File: config.mk
export PLATFORM = sky130hd
export DESIGN_NAME = apple_place_ctrl
export DESIGN_NICKNAME = d
export VERILOG_FILES = /design/src/rtl/snake_pkg.sv /design/src/rtl/body_scan_unit.sv /design/src/rtl/apple_place_ctrl.sv
export SDC_FILE = /design/constraint.sdc
export NUM_CORES = 1
export LEC_CHECK = 0
export ABC_AREA = 1
export CORE_AREA = 2 2 90 92
export DETAILED_ROUTE_END_ITERATION = 16
export DIE_AREA = 0 0 92 94
export GPL_ROUTABILITY_DRIVEN = 0
export PLACE_DENSITY = 0.69
export SYNTH_ARGS = -nofsm -noshare
export SYNTH_HDL_FRONTEND = slang
export SYNTH_SLANG_ARGS = --single-unit
File: constraint.sdc
create_clock -name clk -period 1.8 [get_ports clk]
set_input_delay 0.45 -clock clk [delete_from_list [all_inputs] [get_ports clk]]
set_output_delay 0.45 -clock clk [all_outputs]
set_load 0.05 [all_outputs]
File: src/rtl/snake_pkg.sv
// snake_pkg: grid constants, coordinate types and placement FSM states shared by the snake game blocks.
package snake_pkg;
  localparam int GRID_W = 32;
  localparam int GRID_H = 24;
  typedef logic [4:0] coord_t;
  typedef struct packed {
    coord_t x;
    coord_t y;
  } cell_t;
  typedef enum logic [2:0] {IDLE, FETCH, LOAD, SCAN, COMMIT} state_t;
  localparam cell_t RESET_APPLE = {5'd8, 5'd16};
  function automatic logic in_grid(input cell_t c);
    return ({1'b0, c.x} < 6'(GRID_W)) && ({1'b0, c.y} < 6'(GRID_H));
  endfunction
  // Row-major step to the next cell; an off-grid start restarts the walk at the origin.
  function automatic cell_t walk_next(input cell_t c);
    logic wrap_x;
    cell_t n;
    wrap_x = {1'b0, c.x} >= 6'(GRID_W - 1);
    n.x = wrap_x ? '0 : c.x + coord_t'(1);
    n.y = !wrap_x ? c.y : ({1'b0, c.y} >= 6'(GRID_H - 1)) ? '0 : c.y + coord_t'(1);
    return in_grid(c) ? n : '0;
  endfunction
endpackage

File: src/rtl/body_scan_unit.sv
// body_scan_unit: walks the snake body memory and compares each segment against a cell one cycle after its address.
module body_scan_unit
  import snake_pkg::*;
#(
  parameter int IDX_W = 6
) (
  input  logic             clk,
  input  logic             rst,
  input  logic             i_clr,
  input  logic             i_en,
  input  logic [IDX_W:0]   i_len,
  input  cell_t            i_cand,
  input  cell_t            i_seg,
  output logic [IDX_W-1:0] o_seg_idx,
  output logic             o_match,
  output logic             o_done
);
  logic [IDX_W:0] r_idx;
  logic           r_cmp;
  logic           w_more;
  assign w_more = r_idx < i_len;
  always_ff @(posedge clk or posedge rst) begin
    if (rst) begin
      r_idx <= '0;
      r_cmp <= 1'b0;
    end else if (i_clr) begin
      r_idx <= '0;
      r_cmp <= 1'b0;
    end else begin
      r_idx <= (i_en && w_more) ? r_idx + (IDX_W + 1)'(1) : r_idx;
      r_cmp <= i_en && w_more;
    end
  end
  assign o_seg_idx = r_idx[IDX_W-1:0];
  assign o_match   = i_en && r_cmp && (i_seg == i_cand);
  assign o_done    = i_en && !w_more;
endmodule

File: src/rtl/apple_place_ctrl.sv
// apple_place_ctrl: picks a free apple cell from random candidates, falling back to a cell walk after repeated conflicts.
module apple_place_ctrl
  import snake_pkg::*;
#(
  parameter  int MAX_LEN   = 64,
  parameter  int MAX_RETRY = 7,
  localparam int IDX_W     = $clog2(MAX_LEN),
  localparam int RW        = $clog2(MAX_RETRY + 1)
) (
  input  logic             clk,
  input  logic             rst,
  input  logic             game_start,
  input  logic             apple_eaten,
  input  logic [4:0]       rnd_x,
  input  logic [4:0]       rnd_y,
  output logic             rnd_take,
  input  logic [IDX_W:0]   snake_len,
  output logic [IDX_W-1:0] seg_idx,
  input  logic [4:0]       seg_x,
  input  logic [4:0]       seg_y,
  output logic [4:0]       apple_x,
  output logic [4:0]       apple_y,
  output logic             apple_valid,
  output logic             busy,
  output logic             place_done,
  output logic             fallback
);
  state_t         r_state, w_next;
  logic [IDX_W:0] r_len_q;
  logic [RW-1:0]  r_retry;
  cell_t          r_cand, r_apple, w_rnd;
  logic           r_apple_valid, r_fallback;
  logic           w_start, w_conflict, w_retry_ok, w_rescan, w_match, w_done, w_scan_clr;
  assign w_rnd = {rnd_x, rnd_y};
  body_scan_unit #(.IDX_W(IDX_W)) u_scan (
    .clk       (clk),
    .rst       (rst),
    .i_clr     (w_scan_clr),
    .i_en      (r_state == SCAN),
    .i_len     (r_len_q),
    .i_cand    (r_cand),
    .i_seg     ({seg_x, seg_y}),
    .o_seg_idx (seg_idx),
    .o_match   (w_match),
    .o_done    (w_done)
  );
  always_ff @(posedge clk or posedge rst) begin
    if (rst) r_state <= IDLE;
    else r_state <= w_next;
  end
  always_comb begin
    w_start    = game_start || (r_state == IDLE && apple_eaten);
    w_retry_ok = r_retry < RW'(MAX_RETRY);
    w_conflict = (r_state == LOAD && !in_grid(w_rnd)) || (r_state == SCAN && w_match);
    w_rescan   = w_conflict && !w_retry_ok;
    w_scan_clr = r_state != SCAN || w_rescan || w_start;
    w_next     = w_start ? FETCH :
                 r_state == FETCH ? LOAD :
                 r_state == COMMIT ? IDLE :
                 w_conflict ? (w_retry_ok ? FETCH : SCAN) :
                 r_state == LOAD ? (r_len_q == '0 ? COMMIT : SCAN) :
                 (r_state == SCAN && w_done) ? COMMIT : r_state;
    rnd_take    = r_state == FETCH;
    busy        = r_state != IDLE;
    place_done  = r_state == COMMIT;
    apple_x     = r_apple.x;
    apple_y     = r_apple.y;
    apple_valid = r_apple_valid;
    fallback    = r_fallback;
  end
  // A restart wins over everything else in flight, including a pending commit.
  always_ff @(posedge clk or posedge rst) begin
    if (rst) begin
      r_len_q       <= '0;
      r_retry       <= '0;
      r_cand        <= '0;
      r_apple       <= RESET_APPLE;
      r_apple_valid <= 1'b0;
      r_fallback    <= 1'b0;
    end else if (w_start) begin
      r_len_q       <= snake_len;
      r_retry       <= '0;
      r_apple_valid <= 1'b0;
      r_fallback    <= 1'b0;
    end else begin
      if (r_state == LOAD) r_cand <= w_rescan ? walk_next(w_rnd) : w_rnd;
      else if (w_rescan) r_cand <= walk_next(r_cand);
      if (w_conflict && w_retry_ok) r_retry <= r_retry + RW'(1);
      if (w_rescan) r_fallback <= 1'b1;
      if (r_state == COMMIT) begin
        r_apple       <= r_cand;
        r_apple_valid <= 1'b1;
        r_fallback    <= 1'b0;
      end
    end
  end
endmodule

## After elaboration in Yosys (flattened, before gate mapping)

Index checks and enable logic that the tools add are counted.

| word-level totals | value |
|---|---|
| word-level logic and storage cells | 91 |
| output and inout bits | 21 |
| bits of input ports | 31 |
| flip-flop bits (word level) | 43 |

| operators by class | value |
|---|---|
| order comparisons | 8 |
| bitwise gates (word level) | 1 |
| equal/unequal tests | 7 |
| $add $sub $neg | 6 |
| reductions and logical operators | 29 |
| multiplexer cells | 29 |

Operator list:

| kind | count |
|---|---|
| two-way mux 10 bit | 5 |
| two-way mux 5 bit | 6 |
| two-way mux 3 bit | 9 |
| adder 5 x 1 -> 5 bit, second input constant | 4 |
| greater-or-equal comparator 5 bit, second input constant | 4 |
| two-way mux 7 bit | 2 |
| == test 10 bit | 1 |
| logical AND 1 bit | 10 |
| less-than comparator 5 bit, second input constant | 2 |
| nonzero test 2 bit | 4 |
| adder 7 x 1 -> 7 bit, second input constant | 1 |
| zero test 7 bit | 1 |
| less-than comparator 7 bit | 1 |
| == test 3 x 2 -> 1 bit, second input constant | 2 |
| two-way mux 1 bit | 6 |
| nonzero test 3 bit | 2 |
| nonzero test 6 bit | 1 |
| logical OR 1 bit | 4 |
| AND reduction 2 bit | 2 |
| adder 3 x 1 -> 3 bit, second input constant | 1 |
| == test 3 x 1 -> 1 bit, second input constant | 1 |
| == test 3 bit, second input constant | 1 |
| zero test 1 bit | 3 |
| zero test 3 bit | 1 |
| other kinds (6) | 6 |

## Depth between registers and ports, before layout

Gate-level depths: netlist (run 1).

| depth | value |
|---|---|
| depth after elaboration | 10 |
| mapped depth | 14 |

## Hierarchy

From an unflattened synthesis (run 1), not the netlist that was laid out.

| unflattened totals | value |
|---|---|
| cells, all modules | 420 |
| area total of the unflattened synthesis | 3094.2 um2 |

By module, submodules not included:

| module | cells an instance | seq. area each (um2) | times used | area an instance (um2) |
|---|---|---|---|---|
| apple_place_ctrl | 289 | 878.3 | 1 | 2235.9 |
| body_scan_unit | 131 | 200.2 | 1 | 858.3 |

## Worst setup path after synthesis (run 1)

Ideal clock, no wire load.

| timing path | value |
|---|---|
| path type | reg-to-reg |
| start | register r_state[1] |
| end | register r_state[2] |
| buffers on the path | 0 |
| cell stages (with the launch flop) | 7 |
| data arrival time | 2273 ps |
| data required time | 1723 ps |
| setup slack | -550 ps |
| path through | dfrtp_1 nor3_1 or2_1 nor2_1 nand4_1 nand3b_1 o21ai_1 |

RTL lines:

| what | line | text |
|---|---|---|
| from (decl) | apple_place_ctrl.sv:28 | `state_t r_state, w_next;` |
| from (signal assigned) | apple_place_ctrl.sv:49 | `else r_state <= w_next;` |
| == test 3 bit * | -- |  |
| via place_done | apple_place_ctrl.sv:25 | `output logic place_done,` |
| two-way mux 3 bit | apple_place_ctrl.sv:59 | `r_state == COMMIT ? IDLE :` |
| two-way mux 3 bit | apple_place_ctrl.sv:58 | `r_state == FETCH ? LOAD :` |
| two-way mux 3 bit | apple_place_ctrl.sv:57 | `w_next = w_start ? FETCH :` |

Mark *: on every way through the listed nets, which the timed path passes. The rest lies on a longest branch.
A chain may end at the register's enable or synchronous reset.

## Worst setup path in the final report (run 1)

| timing path | value |
|---|---|
| start | register r_state[1] |
| end | output place_done |

| on the way | value |
|---|---|
| longest elaborated chain between the ends | 1 |

Ends and longest elaborated chain:

| what | line | text |
|---|---|---|
| == test 3 bit | apple_place_ctrl.sv:65 | `place_done = r_state == COMMIT;` |
| to (decl) | apple_place_ctrl.sv:25 |  |

No other way between the ends.

==> flow_summary.json, run 1 <==
{
  "layout-drive-gt1-share_pct": 33.64,
  "clockBufferDepth": 2,
  "setup_viol": 0,
  "drt_wl_total_um": 8123,
  "hold_ws_ps": 491.9,
  "slowest_delay_ps": 430,
  "power.internal_uw": 2983,
  "netlist_area_um2": 3003,
  "grt_overflow": 0,
  "p_leak_uw": 0.002262,
  "crit_path_start_kind": "flop",
  "mostFrequentLayoutCells": "nand2_1, buf_4, inv_1",
  "fmax_ghz": 0.5581,
  "die_w_um": 92,
  "rows": 32,
  "syn_area_per_cell_um2": 6.903,
  "peakVddDrop_mv": 1.082,
  "switching_share_pct": 44.31,
  "rsz0062_at_grt": "yes",
  "fin_crit_sh_pct": 99.55,
  "io_pins": 52,
  "port_buffers": 51,
  "fin_nets": 588,
  "grt_pass1_wl_um": 12990,
  "synth_ff_type": "dfrtp_1",
  "slew_viol_final": 0,
  "vias": 3145,
  "first_iter_violations": 131,
  "cts_tree": "done",
  "grt_antenna_before_repair": 0,
  "yosys-top-cells-area": "dfrtp_1, nand2_1, inv_1, nor2_1, ha_1",
  "synth.top_cell.area_share_pct": 34.17,
  "critPathSlowestCell": "dfrtp_1",
  "hold_class": "flop to flop",
  "yosys_register_bits": 43,
  "postLayoutCellArea_um2": 4556,
  "yosys.area.top_type": "dfrtp_1",
  "grtUsageTotal_pct": 18.43,
  "cts_sinks": 43,
  "critPathKind": "flop to output port",
  "power_density_nw_per_um2": 1176,
  "grt_busiest_layer": "met2",
  "postSynthCellCount": 435,
  "cts_htree_levels": 2,
  "multi_input_area_um2": 1843,
  "die_area_um2": 8648,
  "ys_types": 35,
  "arrival_ps": 1340,
  "crit_required_ps": 1350,
  "fin_worst_skew_ps": 5.251,
  "route.detailed.drc": 0,
  "die_y_um": 94,
  "placed_cell_area_um2": 4038,
  "status": "finished, final reports clean",
  "cts_buffers": 5,
  "met3_usage_pct": 3.371,
  "synth.net_count": 480,
  "diodes": 0,
  "ant_nets": 0,
  "clkPwrFrac_pct": 15.1,
  "grt_util_met1_pct": 23.77,
  "met2_usage_pct": 31.07,
  "ys_async_sr_fraction_pct": 100.0,
  "grt_pass1_vias": 3032,
  "p_sw_uw": 2374,
  "cts-root-buf": "clkbuf_8",
  "critPathCaptureType": "output port",
  "fin_crit_ps": 1792,
  "crit_path_cell_trace": "buf_6 -> nor3_4 -> buf_12",
  "synth_warnings": 0,
  "worst_skew_pair.late_latency_ps": 310,
  "grt_max_degree": 44,
  "vias_per_cell": 4.868,
  "hpwl_um": 5698,
  "core_region_area_um2": 7607,
  "seq_power_share_pct": 29.0,
  "initial_core_util_pct": 39.47,
  "seqCellArea_um2": 1084,
  "synth_edf_count": 0,
  "maxCapViolCount": 0,
  "hold_viol_final": 0,
  "power_frac_comb_pct": 55.9,
  "firstDrtPassIters": 5,
  "wire_per_inst_um": 12.57,
  "crit_family": "flip-flops",
  "synthToLayoutAreaGrowth_pct": 51.71,
  "crit_buf_inv": 2,
  "maxSlewHeadroom_pct": 69.70,
  "worst_pin_slew_ps": 452.0,
  "seq_area_frac_synth_pct": 35.92,
  "setup_tns_ps": 0,
  "fillerInstances": 695,
  "cts.clk_slew.worst_paths_ps": 90,
  "final_common_cell": "nand2_1",
  "cp_max_fo": 3
}
power by group through the flow:
stage          clock network (uW)  registers (uW)  logic [uW]
6_report                      809            1550        3000
5_1_grt                       839            1590        3280
4_1_cts                       815            1520        2640
3_5_place_dp                    0            1540        2530
3_3_place_gp                    0            1520        2480
2_1_floorplan                   0            1840        1250
Yosys cell counts, drive strengths merged (3+ instances only):
library cell	number
nand2	125
nor3b	4
nand3	34
nor3	7
ha	14
buf	10
a21oi	30
o21ai	28
clkbuf	7
inv	60
nor2	49
dfrtp	41
nand3b	3
nand4	8
sequential cells by signal, summed over array words and instances, names as in the netlist, 3 cells and up:
signal / flops
apple_x: 5
apple_y: 5
r_cand: 10
r_len_q: 7
r_retry: 3
r_state: 3
u_scan.r_idx: 7
layer usage:
layer  up-vias  part of all wire [%]
met2        76                    49
met1      1456                    45
met3        11                   4.6
met5         -                     0
li1       1602                     -
met4         0                   1.5
final timing paths:
| check | startpoint | to | slack, ps | cells past startpoint |
|---|---|---|---|---|
| worst max-delay path | r_state[1] | place_done | 8 | 3 |
| worst max register to register | r_state[2] | r_state[2] | 50 | 9 |
| max in group asynchronous | rst | apple_y[4] | 1030 | 3 |
| worst min register to register | apple_x[0] | apple_x[0] | 490 | 2 |
| worst min-delay path | apple_x[0] | apple_x[0] | 490 | 2 |
| min in group asynchronous | rst | u_scan.r_idx[0] | 510 | 3 |
cell families after synthesis:
kind of cell	synth area share [%]
AND/OR/NAND/NOR	34.42
flip-flops	35.92
buffers and inverters	10.96
AO/OA/AOI/OAI	11.71
adder cells (fa/ha/maj)	5.833
XOR/XNOR	1.167
what timing repair did:
item                                    in CTS  in global routing
endpoints found under the setup margin      13                 25
pin swaps                                   15                 29
setup buffers                                3                 14
gates resized for setup                     40                 65
gates cloned                                 1                  0
hold buffers                                 0                  0
cell type report:
| cell class | count | area share, % |
|---|---|---|
| clock buffers | 6 | 1.813 |
| inverters | 61 | 5.081 |
| flip-flops and latches | 43 | 23.78 |
| repair buffers | 118 | 25.30 |
| well taps | 102 | 2.801 |
| clock inverters | 2 | 0.7690 |
| multi-input cells | 314 | 40.46 |
stage by stage:
step,cells,setup slack (ps),power (uW),utilization (%)
final,646,8.128,5357,59.88
after floorplan,435,33.74,3090,-
after CTS,632,9.450,4971,56.17
after detailed placement,620,-554.8,4064,53.08
after global routing,646,-61.19,5708,59.88
after global placement,620,-490.7,3997,53.08
worst register-to-register path, cell delays in order (launching register included):
cell and delay [ps]:
dfrtp_1 400, inv_2 80, buf_4 140, nor3_4 60, buf_4 150, or2_4 270
nor2_4 120, nand4_1 200, nand3b_1 160, o21ai_1 70
Note: power is estimated with default switching activity, not from simulation.
==> run 2: changes to the inputs <==
--- a/config.mk
+++ b/config.mk
@@ -5,12 +5,12 @@
 export SDC_FILE = /design/constraint.sdc
 export NUM_CORES = 1
 export LEC_CHECK = 0
-export ABC_AREA = 1
-export CORE_AREA = 2 2 90 92
+export CORE_AREA = 2 2 90 84
 export DETAILED_ROUTE_END_ITERATION = 16
-export DIE_AREA = 0 0 92 94
+export DIE_AREA = 0 0 92 86
 export GPL_ROUTABILITY_DRIVEN = 0
 export PLACE_DENSITY = 0.69
+export SETUP_SLACK_MARGIN = 0.05
 export SYNTH_ARGS = -nofsm -noshare
 export SYNTH_HDL_FRONTEND = slang
 export SYNTH_SLANG_ARGS = --single-unit
==> flow_summary.json, run 2 <==
{
  "critPathKind": "flop to flop",
  "grt_pass1_vias": 3041,
  "ant_nets": 0,
  "die_y_um": 86,
  "synth_top_cells_by_count": "dfrtp_1, nand2_1, o21ai_0, nor2_1, a21oi_1",
  "final_common_cell": "buf_4",
  "cts_buffers": 5,
  "synth_edf_count": 0,
  "syn_area_per_cell_um2": 9.163,
  "switching_share_pct": 42.06,
  "status": "finished with violations",
  "r2r_start": "r_state[2]",
  "vias": 3182,
  "synth_warnings": 0,
  "hold_viol_final": 0,
  "power_density_nw_per_um2": 1235,
  "whs_path_depth": 2,
  "ys_async_sr_fraction_pct": 100.0,
  "clkPwrFrac_pct": 10.8,
  "synth.net_count": 342,
  "worst_skew_pair.late_latency_ps": 300,
  "wire_per_inst_um": 18.47,
  "mostFrequentLayoutCells": "buf_4, dfrtp_1, nand2_1",
  "initial_core_util_pct": 39.47,
  "first_iter_violations": 370,
  "cts_htree_levels": 2,
  "crit_path_start_kind": "flop",
  "placed_cell_area_um2": 4061,
  "grtUsageTotal_pct": 23.95,
  "final_core_util_pct": 71.91,
  "grt_antenna_before_repair": 0,
  "vias_per_cell": 5.713,
  "layout-drive-gt1-share_pct": 51.29,
  "fin_crit_ps": 2219,
  "violations": "negative setup slack",
  "maxCapViolCount": 0,
  "power_frac_comb_pct": 64.2,
  "largest_reg_flops": 10,
  "hold_ws_ps": 514.0,
  "top_register": "r_cand",
  "port_buffers": 51,
  "rows": 29,
  "hpwl_um": 6096,
  "rrSetupSlack_ps": -420,
  "synth_ff_type": "dfrtp_1",
  "cts_tree": "done",
  "cts-root-buf": "clkbuf_8",
  "fin_worst_skew_ps": 5.322,
  "fmax_ghz": 0.4506,
  "netlist_area_um2": 2721,
  "die_area_um2": 7912,
  "critPathCaptureType": "flop",
  "fin_nets": 508,
  "top_regs": "r_cand x10, r_len_q x7, u_scan.r_idx x7",
  "postLayoutCellArea_um2": 4957,
  "crit_required_ps": 2010,
  "hold_class": "flop to flop",
  "rsz0062_at_grt": "yes",
  "cp_max_fo": 3,
  "cts_sinks": 43,
  "die_w_um": 92,
  "dp.cells": 510,
  "setup_viol": 28,
  "p_sw_uw": 2575,
  "yosys-top-cells-area": "dfrtp_1, ha_1, mux2_2, o21ai_0, xnor2_1",
  "seq_power_share_pct": 25.0,
  "core_region_area_um2": 6894,
  "grt_max_degree": 44,
  "maxSlewHeadroom_pct": 70.82,
  "p_leak_uw": 0.002257,
  "ys_types": 51,
  "grt_overflow": 0,
  "route.detailed.drc": 0,
  "postSynthCellCount": 297,
  "min-delay-start": "apple_valid",
  "arrival_ps": 2430,
  "synth.most_common_cell": "dfrtp_1",
  "firstDrtPassIters": 5,
  "setup_tns_ps": -7309,
  "slew_viol_final": 0,
  "synth.top_cell.area_share_pct": 37.70,
  "yosys_register_bits": 43,
  "worst_pin_slew_ps": 434.4,
  "r2r_cells": 8,
  "synthToLayoutAreaGrowth_pct": 82.16,
  "regToRegEndpoint": "r_cand[5]",
  "drt_wl_total_um": 10290,
  "cts.clk_slew.worst_paths_ps": 90,
  "hold_end": "apple_valid",
  "clockBufferDepth": 2,
  "io_pins": 52,
  "power.internal_uw": 3547,
  "fin_crit_sh_pct": 123.3,
  "diodes": 0,
  "grt_pass1_wl_um": 15010,
  "finalNonFillerCells": 557,
  "yosys.area.top_type": "dfrtp_1",
  "seq_area_frac_synth_pct": 39.63,
  "peakVddDrop_mv": 0.7515,
  "worst_slack_ps": -419.2
}
[run 2: how the worst max path moves through the flow]
stage,start,end,slack [ps]
floorplan,r_state[2],r_cand[3],-390
global placement,seg_y[0],r_cand[3],-770
detailed placement,seg_y[2],r_cand[3],-880
CTS,r_cand[6],r_cand[3],-310
global route,r_cand[9],r_cand[5],-470
finish,r_state[2],r_cand[5],-420
[run 2: area by class of cell]
| type | instances | area [um2] |
|---|---|---|
| tap | 93 | 116.4 |
| clock inverter | 1 | 5.005 |
| timing repair buffer | 176 | 1630 |
| fill | 446 | 1937 |
| clock buffer | 7 | 86.33 |
| multi-input combinational | 227 | 1996 |
| sequential | 43 | 1081 |
| inverter | 10 | 42.54 |
[run 2: power groups by stage]
| stage | logic [uW] | registers [uW] | clock network, uW |
|---|---|---|---|
| 3_5_place_dp | 2860 | 1480 | 0 |
| 5_1_grt | 4150 | 1550 | 704 |
| 3_3_place_gp | 2800 | 1470 | 0 |
| 2_1_floorplan | 1350 | 1760 | 0 |
| 4_1_cts | 3370 | 1500 | 658 |
| 6_report | 3930 | 1530 | 658 |
[run 2: critical path: stages, from the launching register on]
cell and delay (ps):
dfrtp_1 420, and3b_2 290, nand4_4 110, or4_4 550, buf_4 150, buf_6 110, nor4b_2 230, o21ai_1 90
a21oi_1 170
[run 2: layer usage]
layer	GRT usage, %	wire length [um]	vias up
met4	6.920	236	0
li1	-	-	1420
met1	31.51	4109	1564
met5	0	0	-
met3	3.339	738	25
met2	41.38	5202	173
[run 2: cells by family (layout without fill, tap and decap cells)]
logic type / Yosys count / in the layout / synth area share, %
adder cells (fa/ha/maj): 14 / 14 / 6.437
AO/OA/AOI/OAI: 73 / 73 / 17.33
multiplexers: 10 / 10 / 4.138
AND/OR/NAND/NOR: 116 / 117 / 22.76
XOR/XNOR: 13 / 13 / 4.460
flip-flops: 43 / 43 / 39.63
buffers and inverters: 28 / 194 / 5.241
[run 2: repair_timing]
| action | in CTS | in global routing |
|---|---|---|
| pin swaps | 39 | 27 |
| resized for setup | 93 | 42 |
| endpoints found under the setup margin | 39 | 46 |
| cloned | 0 | 1 |
| setup buffers | 25 | 17 |
| hold buffers | 0 | 0 |
[run 2: stage by stage]
step                total power [uW]  worst slack, ps
floorplan                       3117           -394.1
global placement                4271           -767.2
detailed placement              4343           -879.6
CTS                             5532           -307.1
global route                    6404           -469.9
finish                          6123           -419.2
==> run 3: changes to the inputs <==
--- a/config.mk
+++ b/config.mk
@@ -5,11 +5,12 @@
 export SDC_FILE = /design/constraint.sdc
 export NUM_CORES = 1
 export LEC_CHECK = 0
-export CORE_AREA = 2 2 90 84
+export ABC_AREA = 0
+export CORE_AREA = 2 2 116 107
 export DETAILED_ROUTE_END_ITERATION = 16
-export DIE_AREA = 0 0 92 86
+export DIE_AREA = 0 0 118 109
 export GPL_ROUTABILITY_DRIVEN = 0
-export PLACE_DENSITY = 0.69
+export PLACE_DENSITY = 0.48
 export SETUP_SLACK_MARGIN = 0.05
 export SYNTH_ARGS = -nofsm -noshare
 export SYNTH_HDL_FRONTEND = slang
==> flow_summary.json, run 3 (same netlist as run 2, synthesis figures left out) <==
{
  "status": "finished with violations",
  "violations": "negative setup slack",
  "fin_crit_sh_pct": 117.7,
  "power_frac_comb_pct": 58.6,
  "seq_power_share_pct": 24.3,
  "die_area_um2": 12860,
  "drt_wl_total_um": 9103,
  "finalNonFillerCells": 614,
  "wire_per_inst_um": 14.83,
  "cts.clk_slew.worst_paths_ps": 60,
  "cts_sinks": 43,
  "hpwl_um": 6703,
  "cts-root-buf": "clkbuf_16",
  "synthToLayoutAreaGrowth_pct": 85.98,
  "placed_cell_area_um2": 4198,
  "dp.cells": 584,
  "fillerInstances": 1111,
  "hold_ws_ps": 514.6,
  "maxSlewHeadroom_pct": 71.38,
  "peakVddDrop_mv": 0.8037,
  "hold_class": "flop to flop",
  "fin_worst_skew_ps": 2.971,
  "fmax_ghz": 0.4722,
  "top_register": "r_cand",
  "route.detailed.drc": 0,
  "worst_pin_slew_ps": 423.8,
  "cts_htree_levels": 2,
  "core_region_area_um2": 11740,
  "vias_per_cell": 4.655,
  "arrival_ps": 2280,
  "power.internal_uw": 3797,
  "mostFrequentLayoutCells": "buf_4, dfrtp_1, nand2_1",
  "grt_pass1_vias": 2822,
  "port_buffers": 51,
  "cts_tree": "done",
  "setup_viol": 27,
  "vias": 2858,
  "largest_reg_flops": 10,
  "crit_required_ps": 1970,
  "p_sw_uw": 2448,
  "power_density_nw_per_um2": 1234,
  "fin_nets": 498,
  "switching_share_pct": 39.20,
  "maxCapViolCount": 0,
  "cts_buffers": 5,
  "die_y_um": 109,
  "clkPwrFrac_pct": 17.1,
  "critPathCaptureType": "flop",
  "cp_max_fo": 2,
  "p_total_uw": 6245,
  "io_pins": 52,
  "rsz0062_at_grt": "yes",
  "first_iter_violations": 187,
  "crit_path_start_kind": "flop",
  "layout-drive-gt1-share_pct": 52.20,
  "die_w_um": 118,
  "slew_viol_final": 0,
  "initial_core_util_pct": 23.17,
  "grtUsageTotal_pct": 14.02,
  "grt_max_degree": 44,
  "clockBufferDepth": 2,
  "diodes": 0,
  "p_leak_uw": 0.002235,
  "final_common_cell": "buf_4",
  "rows": 38,
  "cts_hold_buf": 0,
  "ant_nets": 0,
  "postLayoutCellArea_um2": 5061,
  "worst_slack_ps": -317.9,
  "top_regs": "r_cand x10, r_len_q x7, u_scan.r_idx x7",
  "critPathKind": "flop to flop",
  "fin_crit_ps": 2118,
  "grt_antenna_before_repair": 0,
  "grt_pass1_wl_um": 14350,
  "hold_viol_final": 0,
  "firstDrtPassIters": 4,
  "grt_overflow": 0,
  "worst_skew_pair.late_latency_ps": 280
}
run 3: changes by cell type in the layout (fill, tap and decap cells not counted), moves of 3 or more:
cell / change
buf_4: -5
clkbuf_16: +5
clkbuf_8: -5
buf_8: -3
o21ai_2: +3
run 3: final cells by class:
| cell class | instances | area [um2] | share of cell area (%) |
|---|---|---|---|
| Clock buffer | 6 | 138.9 | 2.744 |
| Sequential cell | 43 | 1081 | 21.36 |
| Clock inverter | 2 | 35.03 | 0.6922 |
| Inverter | 10 | 40.04 | 0.7911 |
| Multi-Input combinational cell | 226 | 2019 | 39.90 |
| Timing Repair Buffer | 167 | 1546 | 30.56 |
| Tap cell | 160 | 200.2 | 3.956 |
run 3: worst paths after layout:
kind | cells past startpoint | slack [ps] | startpoint | end
max reg2reg | 6 | -320 | r_cand[1] | r_cand[3]
min reg2reg | 1 | 510 | apple_y[1] | apple_y[1]
max in group asynchronous | 3 | 990 | rst | apple_x[3]
max | 6 | -320 | r_cand[1] | r_cand[3]
min | 1 | 510 | apple_y[1] | apple_y[1]
min in group asynchronous | 3 | 540 | rst | apple_y[3]
run 3: through the flow:
step | setup WS [ps] | utilization, % | setup TNS [ps]
floorplan | -394.1 | - | -4680
finish | -317.9 | 43.10 | -4896
global placement | -819.8 | 35.74 | -19200
detailed placement | -843.2 | 35.74 | -20490
global route | -400.6 | 43.10 | -7253
CTS | -275.4 | 40.51 | -4476
run 3: power groups by stage:
stage	logic (uW)	clock network, uW	registers, uW
6_report	3660	1070	1520
5_1_grt	3930	1140	1550
2_1_floorplan	1350	0	1760
3_3_place_gp	2870	0	1490
3_5_place_dp	2880	0	1490
4_1_cts	3290	1100	1500
run 3: worst max-delay path, stage by stage (launching register included):
cell	delay, ps
dfrtp_1	420
xnor2_2	200
nand4_1	190
or4_4	580
a211oi_4	240
nand2_1	70
a221o_1	300
run 3: what timing repair did:
item	4_1_cts	5_1_grt
setup endpoints to repair	38	44
setup buffers	16	7
pin swaps	35	33
endpoints found under the hold margin	0	0
gates resized for setup	76	58
run 3: metal layers:
layer | vias to the layer above | GRT usage, % | routed length (um)
met5 | - | 0 | 0
met4 | 0 | 4.131 | 128
met3 | 8 | 1.726 | 296
met2 | 56 | 21.84 | 4251
met1 | 1388 | 20.39 | 4426
li1 | 1406 | - | -
